## src/rtl/fetch_pkg.sv

```systemverilog
// Shared types and defaults for the instruction-fetch front end.
package fetch_pkg;

  localparam int XLEN_DEF   = 32;
  localparam int PC_INC_DEF = 1;

  typedef struct packed {
    logic [XLEN_DEF-1:0] pc;
    logic [XLEN_DEF-1:0] instr;
  } fetch_entry_t;

endpackage

```

## src/rtl/fetch_fifo.sv

```systemverilog
// Prefetch queue storage: power-of-two circular buffer with push/pop/flush.
// Flush wins over a same-cycle push or pop.
module fetch_fifo
  import fetch_pkg::*;
#(
  parameter type entry_t = fetch_entry_t,
  parameter int DEPTH = 4,
  localparam int AW = $clog2(DEPTH)
) (
  input  logic        clk,
  input  logic        rst,
  input  logic        push,
  input  entry_t      push_data,
  input  logic        pop,
  input  logic        flush,
  output entry_t      head,
  output logic [AW:0] count,
  output logic        full,
  output logic        empty
);

  entry_t        mem [DEPTH];
  logic [AW-1:0] wr_ptr;
  logic [AW-1:0] rd_ptr;
  logic          do_push;
  logic          do_pop;

  assign empty   = (count == '0);
  assign full    = (count == (AW+1)'(DEPTH));
  assign do_pop  = pop & ~empty & ~flush;
  // A full queue may still accept a push when its head leaves in the same cycle.
  assign do_push = push & (~full | do_pop) & ~flush;
  assign head    = mem[rd_ptr];

  always_ff @(posedge clk or negedge rst) begin
    if (!rst) begin
      wr_ptr <= '0;
      rd_ptr <= '0;
      count  <= '0;
    end else if (flush) begin
      wr_ptr <= '0;
      rd_ptr <= '0;
      count  <= '0;
    end else begin
      if (do_push) wr_ptr <= wr_ptr + 1'b1;
      if (do_pop)  rd_ptr <= rd_ptr + 1'b1;
      count <= count + (AW+1)'(do_push) - (AW+1)'(do_pop);
    end
  end

  always_ff @(posedge clk) begin
    if (do_push) mem[wr_ptr] <= push_data;
  end

endmodule

```

## src/rtl/fetch_prefetch_queue.sv

```systemverilog
// Instruction-fetch front end: sequential PC generation, credit-limited imem requests,
// prefetch queue to decode, redirect flush. Optional counters under FETCH_PERF_EN.
module fetch_prefetch_queue
  import fetch_pkg::*;
#(
  parameter int XLEN = XLEN_DEF,
  parameter int QDEPTH = 4,
  parameter int PC_INC = PC_INC_DEF,
  parameter logic [XLEN-1:0] RESET_PC = '0
) (
  input  logic            clk,
  input  logic            rst,
  output logic            imem_req_valid,
  input  logic            imem_req_ready,
  output logic [XLEN-1:0] imem_req_addr,
  input  logic            imem_resp_valid,
  input  logic [XLEN-1:0] imem_resp_data,
  input  logic            redirect_valid,
  input  logic [XLEN-1:0] redirect_pc,
  output logic            out_valid,
  input  logic            out_ready,
  output logic [XLEN-1:0] out_pc,
  output logic [XLEN-1:0] out_instr
`ifdef FETCH_PERF_EN
  ,
  output logic [31:0]     perf_redirects,
  output logic [31:0]     perf_drops,
  output logic [31:0]     perf_stall_cycles
`endif
);

  localparam int CW = $clog2(QDEPTH) + 1;

  typedef struct packed {
    logic [XLEN-1:0] pc;
    logic [XLEN-1:0] instr;
  } entry_t;

  logic [XLEN-1:0] req_pc;
  logic [XLEN-1:0] resp_pc;
  logic [CW-1:0]   inflight;
  logic [CW-1:0]   inflight_nxt;
  logic [CW-1:0]   drop;
  logic [CW-1:0]   fifo_count;
  logic [CW:0]     occupancy;
  logic            fifo_full;
  logic            fifo_empty;
  logic            req_fire;
  logic            resp_keep;
  entry_t          push_entry;
  entry_t          head;

  // Queue entries plus outstanding requests never exceed QDEPTH, so a response always has a slot.
  assign occupancy      = {1'b0, fifo_count} + {1'b0, inflight};
  assign imem_req_valid = rst & (occupancy < (CW+1)'(QDEPTH)) & ~fifo_full & ~redirect_valid;
  assign imem_req_addr  = req_pc;
  assign req_fire       = imem_req_valid & imem_req_ready;
  assign resp_keep      = imem_resp_valid & (drop == '0);
  assign inflight_nxt   = inflight + CW'(req_fire) - CW'(imem_resp_valid);
  assign push_entry     = '{pc: resp_pc, instr: imem_resp_data};

  always_ff @(posedge clk or negedge rst) begin
    if (!rst) begin
      req_pc   <= RESET_PC;
      resp_pc  <= RESET_PC;
      inflight <= '0;
      drop     <= '0;
    end else begin
      inflight <= inflight_nxt;
      if (redirect_valid) begin
        req_pc  <= redirect_pc;
        resp_pc <= redirect_pc;
        drop    <= inflight_nxt;
      end else begin
        if (req_fire) req_pc <= req_pc + XLEN'(PC_INC);
        if (imem_resp_valid) begin
          if (drop != '0) drop <= drop - 1'b1;
          else            resp_pc <= resp_pc + XLEN'(PC_INC);
        end
      end
    end
  end

  fetch_fifo #(
    .entry_t (entry_t),
    .DEPTH   (QDEPTH)
  ) u_fifo (
    .clk       (clk),
    .rst       (rst),
    .push      (resp_keep),
    .push_data (push_entry),
    .pop       (out_valid & out_ready),
    .flush     (redirect_valid),
    .head      (head),
    .count     (fifo_count),
    .full      (fifo_full),
    .empty     (fifo_empty)
  );

  assign out_valid = ~fifo_empty;
  assign out_pc    = out_valid ? head.pc : '0;
  assign out_instr = out_valid ? head.instr : '0;

`ifdef FETCH_PERF_EN
  // Responses landing during a redirect are thrown away too, so they count as drops.
  always_ff @(posedge clk or negedge rst) begin
    if (!rst) begin
      perf_redirects    <= '0;
      perf_drops        <= '0;
      perf_stall_cycles <= '0;
    end else begin
      if (redirect_valid && perf_redirects != '1)
        perf_redirects <= perf_redirects + 1'b1;
      if (imem_resp_valid && (drop != '0 || redirect_valid) && perf_drops != '1)
        perf_drops <= perf_drops + 1'b1;
      if (out_valid && !out_ready && perf_stall_cycles != '1)
        perf_stall_cycles <= perf_stall_cycles + 1'b1;
    end
  end
`endif

endmodule

```

## config.mk

```make
export PLATFORM = sky130hd
export DESIGN_NAME = fetch_prefetch_queue
export DESIGN_NICKNAME = d
export VERILOG_FILES = /design/src/rtl/fetch_pkg.sv /design/src/rtl/fetch_fifo.sv /design/src/rtl/fetch_prefetch_queue.sv
export SDC_FILE = /design/constraint.sdc
export NUM_CORES = 1
export LEC_CHECK = 0
export CAP_MARGIN = 40
export CORE_MARGIN = 2
export CORE_UTILIZATION = 40
export CTS_CLUSTER_DIAMETER = 30
export DETAILED_ROUTE_END_ITERATION = 10
export GPL_TIMING_DRIVEN = 0
export PLACE_DENSITY = 0.66
export RECOVER_POWER = 50
export SYNTH_ARGS = -nofsm -noshare
export SYNTH_HDL_FRONTEND = slang
export SYNTH_SLANG_ARGS = --single-unit
export TNS_END_PERCENT = 50
```

## constraint.sdc

```tcl
create_clock -name clk -period 4.7 [get_ports clk]
set_input_delay 0.94 -clock clk [delete_from_list [all_inputs] [get_ports clk]]
set_output_delay 0.94 -clock clk [all_outputs]
set_load 0.1 [all_outputs]
```

==> impl_summary.txt, run 1 <==
----------------------------------------------------
[Clock network]
  Number of buffers inserted by hold repair at cts ... 0
  Clock-pin slew of the registers on the worst-case setup and hold paths ... around 50 ps
  CTS root buf ... sky130_fd_sc_hd__clkbuf_16
  Clock sink count ... 333
  Total CTS buffers ... 72
  Deepest level of the CTS H-tree ... 3
  Largest buffer count on any clock path ... 3
  Clock insertion delay at the later pin of the skew report ... ~560 ps
  CTS tree ... built
  Number of setup buffers added after CTS ... 0
  Total of cells resized after clock tree synthesis ... 0

[STA]
  Maximum achievable frequency ... 229 MHz
  Slew of the pin with the lowest slew margin ... roughly 800 ps
  Time the final worst path needs with I/O delays and setup ... 4370 ps
  Worst-case clock skew ... between 20 and 25 ps
  Final hold slack ... 260 ps
  Unrepaired setup endpoints after global routing ... no
  Final Max Slew Viols ... 0
  Fraction of the cycle the final worst path needs ... 93.0%
  Tightest slew margin relative to the limit ... between 40% and 50%
  Number of hold violations in the final report ... 0
  Setup-violating endpoint count in the final report ... 0

[Global routing]
  Total GRT Usage ... between 10% and 20%
  Number of antenna violations at the first check in global routing ... 0
  First-pass GRT wire length ... 53,100 um
  Number of global-route vias before repair ... around 9,600
  Congestion Overflow GR ... 0
  Pin count of the biggest net entering global routing ... 65

[Die]
  Number of rows in the core area ... 68
  IO Pins ... 168
  Core Area ... 34,600 um^2
  Die area ... 36,800 um^2
  Height of the die ... 192 um
  Horiz. Die Dim ... 192 um
  Initial core utilization ... 40.7%

[Place]
  Area after detailed placement ... 18,200 um^2
  Port Buffers ... 167
  Total instance count after detailed placement ... about 1,600
  Gp weighted congestion ... a little under 0.9
  DPL Wire Length ... 22,000 um

[Power]
  Worst VDD drop ... slightly below 0.0007 V
  Cell area power density ... 735 nW/um^2
  Static leakage ... 7.32 nW
  Power consumption ... 15.2 mW

[Routing]
  Number of nets with antenna violations after routing ... 0
  Total wirelength of the detailed-routed design ... roughly 34,000 um
  First-pass DRT Iterations ... 5
  Violation count after the first detailed-route iteration ... 591
  Total via count in the routed design ... 9,089
  Detailed-route wire length per cell ... between 15 and 20 um
  Via/cell ratio ... 5.24
  # DRC ... 0

[Layout]
  Non-Filler Instances ... about 1,700
  # nets final ... 1,311
  Non-Filler Cell Area, Final ... 20,600 um^2
  Area occupied by registers ... just under 10,000 um^2
  Fillcell total ... 2,556
  Area used by multi-input combinational logic ... 4200 um^2
  Relative area change from synthesis to final layout ... 46.2%
  Antenna cell count ... 0
  Share of post-route cells with drive strength above 1 ... 25.3%

[Critical path]
  Req. time, crit path ... roughly 3800 ps
  Startpoint of the worst setup timing path ... redirect_valid
  Critical setup path kind ... in -> out
  CP max stage cell ... sky130_fd_sc_hd__dlygate4sd3_1
  Startpoint class of the critical path ... primary input
  Cell-by-cell trace of the critical path ... dlygate4sd3_1 -> nor3b_1 -> and4_1 -> clkbuf_1 -> clkdlybuf4s50_1 -> buf_8
  Critical Path Sink Type ... primary output
  Peak fanout along the critical path ... 10
  Data arrival at the endpoint of the critical path ... 3430 ps
  R2r startpoint ... u_fifo.count[2]
  Stage delay of the slowest cell on the critical path ... approximately 670 ps

[Yosys]
  Gate Count Post-Synth ... 879
  Proportion of synthesized area in mux cells ... between 10% and 20%
  Synth Area in Adders ... 1.53%
  Post-synthesis share of cell area spent on and, or, nand and nor gates ... 10.3%
  Most common flop cell mapped by yosys ... sky130_fd_sc_hd__edfxtp_1
  Sequential-to-total area share from yosys stat ... 68.2%
  Share of synthesized flip-flops with an asynchronous set or reset ... 23.1%
  Compound-gate portion of the synthesized area ... 4.33%
  Count of state elements after synthesis ... 333
  Yosys top cell area share ... 54.5%
  Number of enable flip-flop cells after synthesis ... 256
  Mean area per synthesized cell ... 16.0 um^2
  Xor/xnor share of the synthesized area ... 2.61%
  Number of different library cells in the post-synthesis netlist ... 62
  Post-Syn Area ... 14,100 um^2
  Largest family of logic cells by synthesized area ... multiplexers
  Yosys synthesis warning count ... 0
  Largest area contributor in the synthesized netlist ... sky130_fd_sc_hd__edfxtp_1
  Net count of the mapped netlist ... 965
  Synth area leaders ... sky130_fd_sc_hd__edfxtp_1, sky130_fd_sc_hd__dfrtp_1, sky130_fd_sc_hd__mux4_2, sky130_fd_sc_hd__and2_1, sky130_fd_sc_hd__xnor2_1

[Min path]
  Worst hold path type ... in -> async

[Job]
  # Max-Cap Violations ... 0

[Run status]
  Status ... completed

----------------------------------------------------
synth_stat cells (all sizes together), types with 18 or more instances:
cell type	count
and2	67
clkbuf	26
dfrtp	77
edfxtp	256
inv	24
mux4	64
nand2	47
nand3	33
nand4	18
nor2	26
o21ai	30
xnor2	30
cell type report:
cell class	count	area share (%)
flip-flops and latches	333	46.6
multi-input cells	479	20.4
repair buffers	272	16.8
clock buffers	83	9.30
well taps	455	2.76
clock inverters	47	2.74
plain buffers	43	0.941
inverters	24	0.449
power breakdown:
group          internal [mW]  switching [mW]  total (mW)
clock network           3.45            1.62        5.07
registers               3.39           0.184        3.57
logic                   2.50            4.02        6.51
kinds of logic after synthesis:
group                    after synthesis
AO/OA/AOI/OAI                         91
XOR/XNOR                              42
adder cells (fa/ha/maj)               16
buffers and inverters                 67
flip-flops                           333
multiplexers                          74
AND/OR/NAND/NOR                      256
path summary, 6_finish.rpt:
kind                                     end  slack (ps)  cells past startpoint
max                           imem_req_valid         330                      6
min                        imem_req_addr[27]         260                      1
max reg2reg                          drop[2]        1450                     14
min reg2reg                      inflight[0]         540                      1
max in group asynchronous         resp_pc[7]        3830                      2
min in group clk                 inflight[0]         540                      1
cells in the final DEF (no fill, tap or decap), types with 6 or more instances in the layout:
cell type                         Yosys  layout
sky130_fd_sc_hd__mux2_2               8       8
sky130_fd_sc_hd__nand2_1             47      47
sky130_fd_sc_hd__buf_16               0      18
sky130_fd_sc_hd__nor3_1              12      12
sky130_fd_sc_hd__clkbuf_1            25      36
sky130_fd_sc_hd__a21oi_1             13      13
sky130_fd_sc_hd__buf_2                9       6
sky130_fd_sc_hd__clkdlybuf4s50_1      0     132
sky130_fd_sc_hd__o211ai_1            11      11
sky130_fd_sc_hd__clkinv_2             0       9
sky130_fd_sc_hd__xor2_1              12      12
sky130_fd_sc_hd__or3_1                6       6
sky130_fd_sc_hd__edfxtp_1           256     256
sky130_fd_sc_hd__buf_8                0      86
sky130_fd_sc_hd__clkbuf_16            0      75
sky130_fd_sc_hd__and3_1              12       9
sky130_fd_sc_hd__and2_1              66      66
sky130_fd_sc_hd__mux4_2              64      64
sky130_fd_sc_hd__nor2_1              26      26
sky130_fd_sc_hd__bufinv_16            0       9
sky130_fd_sc_hd__nand4_1             15      16
sky130_fd_sc_hd__nor4_1              12      12
sky130_fd_sc_hd__inv_6                0       6
sky130_fd_sc_hd__dfrtp_1             77      77
sky130_fd_sc_hd__ha_1                14      14
sky130_fd_sc_hd__inv_1               22      23
sky130_fd_sc_hd__nand3_1             31      31
sky130_fd_sc_hd__xnor2_1             30      30
sky130_fd_sc_hd__o21ai_0             28      30
sky130_fd_sc_hd__clkinv_4             0      10
sky130_fd_sc_hd__inv_8                0       6
sky130_fd_sc_hd__dlygate4sd3_1        0      34
sky130_fd_sc_hd__o311ai_0             7       7
per-layer routing:
metal	track usage (%)	up-vias	share of wire, %
met5	0	-	0
met1	25.7	4524	44
met3	4.59	57	6.9
li1	-	4126	-
met4	6.42	0	2.0
met2	30.1	382	47
worst max-delay path: cells and delay by family:
kind / cells / cell delay (ps)
AND/OR/NAND/NOR: 2 / 570
buffers and inverters: 4 / 1920
per-stage QoR:
stage,setup slack (ps),setup TNS (ps),util (%)
final,330,0,59.5
after global routing,213,0,59.5
after CTS,360,0,59.6
after detailed placement,50.1,0,52.4
after global placement,-2390,-271000,47.2
after floorplan,1070,0,-
flip-flops by register name, indices dropped and copies added, names as in the netlist:
signal,count
drop,3
imem_req_addr,32
inflight,3
resp_pc,32
u_fifo.count,3
u_fifo.mem,256
u_fifo.rd_ptr,2
u_fifo.wr_ptr,2
No activity file was read; power rests on OpenSTA's default activity.
==> run 2, diff against run 1 <==
--- a/config.mk
+++ b/config.mk
@@ -5,7 +5,7 @@
 export SDC_FILE = /design/constraint.sdc
 export NUM_CORES = 1
 export LEC_CHECK = 0
-export CAP_MARGIN = 40
+export CAP_MARGIN = 25
 export CORE_MARGIN = 2
 export CORE_UTILIZATION = 40
 export CTS_CLUSTER_DIAMETER = 30
==> impl_summary.txt, run 2 (synthesized netlist as in run 1, its figures left out) <==
----------------------------------------------------
[Layout]
  # nets final ... 1,215
  Relative area change from synthesis to final layout ... 35.6%
  Layout Utilization ... 55.2%
  Fillcell total ... 2,756
  Share of post-route cells with drive strength above 1 ... 19.3%
  Register bank with the most flops ... u_fifo.mem
  Most common cell after layout, fill and taps aside ... sky130_fd_sc_hd__edfxtp_1
  Most used cells in the layout excluding fill and tap cells ... sky130_fd_sc_hd__edfxtp_1, sky130_fd_sc_hd__clkdlybuf4s50_1, sky130_fd_sc_hd__clkbuf_16
  Max reg flops ... 256

[Die]
  Number of rows in the core area ... 68
  Die area ... 36,800 um^2
  Height of the die ... 192 um
  Horiz. Die Dim ... 192 um
  Core Area ... 34,600 um^2
  IO Pins ... 168
  Initial core utilization ... 40.7%

[Critical path]
  Req. time, crit path ... 3760 ps
  Peak fanout along the critical path ... 10
  Slack of the worst reg-to-reg path ... approximately 1500 ps
  Critical setup path kind ... in -> out
  Critical Path Sink Type ... primary output
  Data arrival at the endpoint of the critical path ... 3560 ps
  Startpoint class of the critical path ... primary input

[Clock network]
  Largest buffer count on any clock path ... 3
  CTS tree ... built
  CTS root buf ... sky130_fd_sc_hd__clkbuf_16
  Deepest level of the CTS H-tree ... 3
  Clock-pin slew of the registers on the worst-case setup and hold paths ... about 40 ps
  Number of buffers inserted by hold repair at cts ... 0
  Clock sink count ... ~330
  Total CTS buffers ... 76
  Clock insertion delay at the later pin of the skew report ... 560 ps

[STA]
  Time the final worst path needs with I/O delays and setup ... 4500 ps
  Slew of the pin with the lowest slew margin ... 1070 ps
  Unrepaired setup endpoints after global routing ... no
  Fraction of the cycle the final worst path needs ... 95.8%
  Tightest slew margin relative to the limit ... 28.5%
  Number of hold violations in the final report ... 0
  Setup-violating endpoint count in the final report ... 0
  Maximum achievable frequency ... 222 MHz
  Final Max Slew Viols ... 0
  Worst Slack Setup Final ... 196 ps
  Final hold slack ... 268 ps
  Worst-case clock skew ... around 26 ps

[Routing]
  First-pass DRT Iterations ... 5
  Total wirelength of the detailed-routed design ... 32,700 um
  Total via count in the routed design ... 8,671
  Detailed-route wire length per cell ... slightly below 20 um
  Via/cell ratio ... 5.27
  Number of nets with antenna violations after routing ... 0
  # DRC ... 0
  Violation count after the first detailed-route iteration ... about 540

[Place]
  Port Buffers ... 167
  DPL Wire Length ... 20,800 um
  Gp weighted congestion ... 0.879
  Setup slack at placement ... roughly 94 ps

[Global routing]
  Number of antenna violations at the first check in global routing ... 0
  Total GRT Usage ... 18.1%
  Number of global-route vias before repair ... ~9,000
  Congestion Overflow GR ... 0
  First-pass GRT wire length ... roughly 50,000 um
  Pin count of the biggest net entering global routing ... 65

[Power]
  Static leakage ... 7.28 nW
  Cell area power density ... 718 nW/um^2
  Worst VDD drop ... 0.000472 V
  Power consumption ... between 10 and 15 mW

[Min path]
  Worst hold path type ... in -> async

[Job]
  # Max-Cap Violations ... 0

[Run status]
  Status ... completed

----------------------------------------------------
run 2: changes by cell type in the layout (fill, tap and decap cells not counted), moves of 8 or more:
| cell | change |
|---|---|
| sky130_fd_sc_hd__buf_8 | -86 |
| sky130_fd_sc_hd__clkdlybuf4s50_1 | -50 |
| sky130_fd_sc_hd__dlygate4sd2_1 | +10 |
| sky130_fd_sc_hd__clkinv_2 | +8 |
| sky130_fd_sc_hd__buf_16 | -13 |
| sky130_fd_sc_hd__dlymetal6s2s_1 | +40 |
run 2: repair_timing:
action | in CTS | in global routing
cloned | 0 | 0
buffers inserted | 0 | 0
setup endpoints to repair | 10 | 40
gates resized for setup | 10 | 40
hold endpoints to repair | 0 | 0
run 2: power by group:
group	internal [mW]	leakage (nW)	total, mW	switching (mW)
combinational	1.30	2.79	5.02	3.72
clock	3.57	1.25	5.15	1.58
sequential	3.39	3.23	3.57	0.180
total	8.26	7.28	13.7	5.48
run 2: final cells by class:
cell class,instances,area [um^2],share of cell area (%)
Clock inverter,48,479,2.51
Sequential cell,333,9610,50.3
Multi-Input combinational cell,479,4200,22.0
Timing Repair Buffer,172,1890,9.90
Tap cell,455,569,2.98
Buffer,43,196,1.03
Clock buffer,90,2080,10.9
Antenna cell,1,2.50,0.0131
Inverter,24,92.6,0.484
run 2: metal layers:
| layer | share of wire (%) | track usage, % | wire length, um | up-vias |
|---|---|---|---|---|
| li1 | - | - | - | 3938 |
| met2 | 46 | 27.9 | 15100 | 344 |
| met3 | 7.5 | 4.73 | 2450 | 49 |
| met5 | 0 | 0 | 0 | - |
| met4 | 1.7 | 5.18 | 548 | 0 |
| met1 | 45 | 25.4 | 14500 | 4340 |
run 2: path summary, 6_finish.rpt:
kind,startpoint,end,cells after the start
min reg2reg,inflight[0],inflight[0],1
max reg2reg,u_fifo.count[2],drop[2],14
max in group asynchronous,rst,resp_pc[7],2
min,rst,imem_req_addr[17],1
min in group clk,inflight[0],inflight[0],1
max,redirect_valid,imem_req_valid,5
run 2: stage by stage:
stage	cell area [um^2]	std cells	TNS, ps
floorplan	14100	879	0
global placement	16300	1501	-271000
detailed placement	16500	1506	0
CTS	19000	1644	0
global route	19100	1644	0
finish	19100	1645	0
run 2: worst max-delay path, cell delays in order:
cell                              delay, ps
sky130_fd_sc_hd__dlygate4sd3_1          680
sky130_fd_sc_hd__nor3b_1                220
sky130_fd_sc_hd__and4_1                 340
sky130_fd_sc_hd__buf_4                  230
sky130_fd_sc_hd__clkdlybuf4s50_1       1150
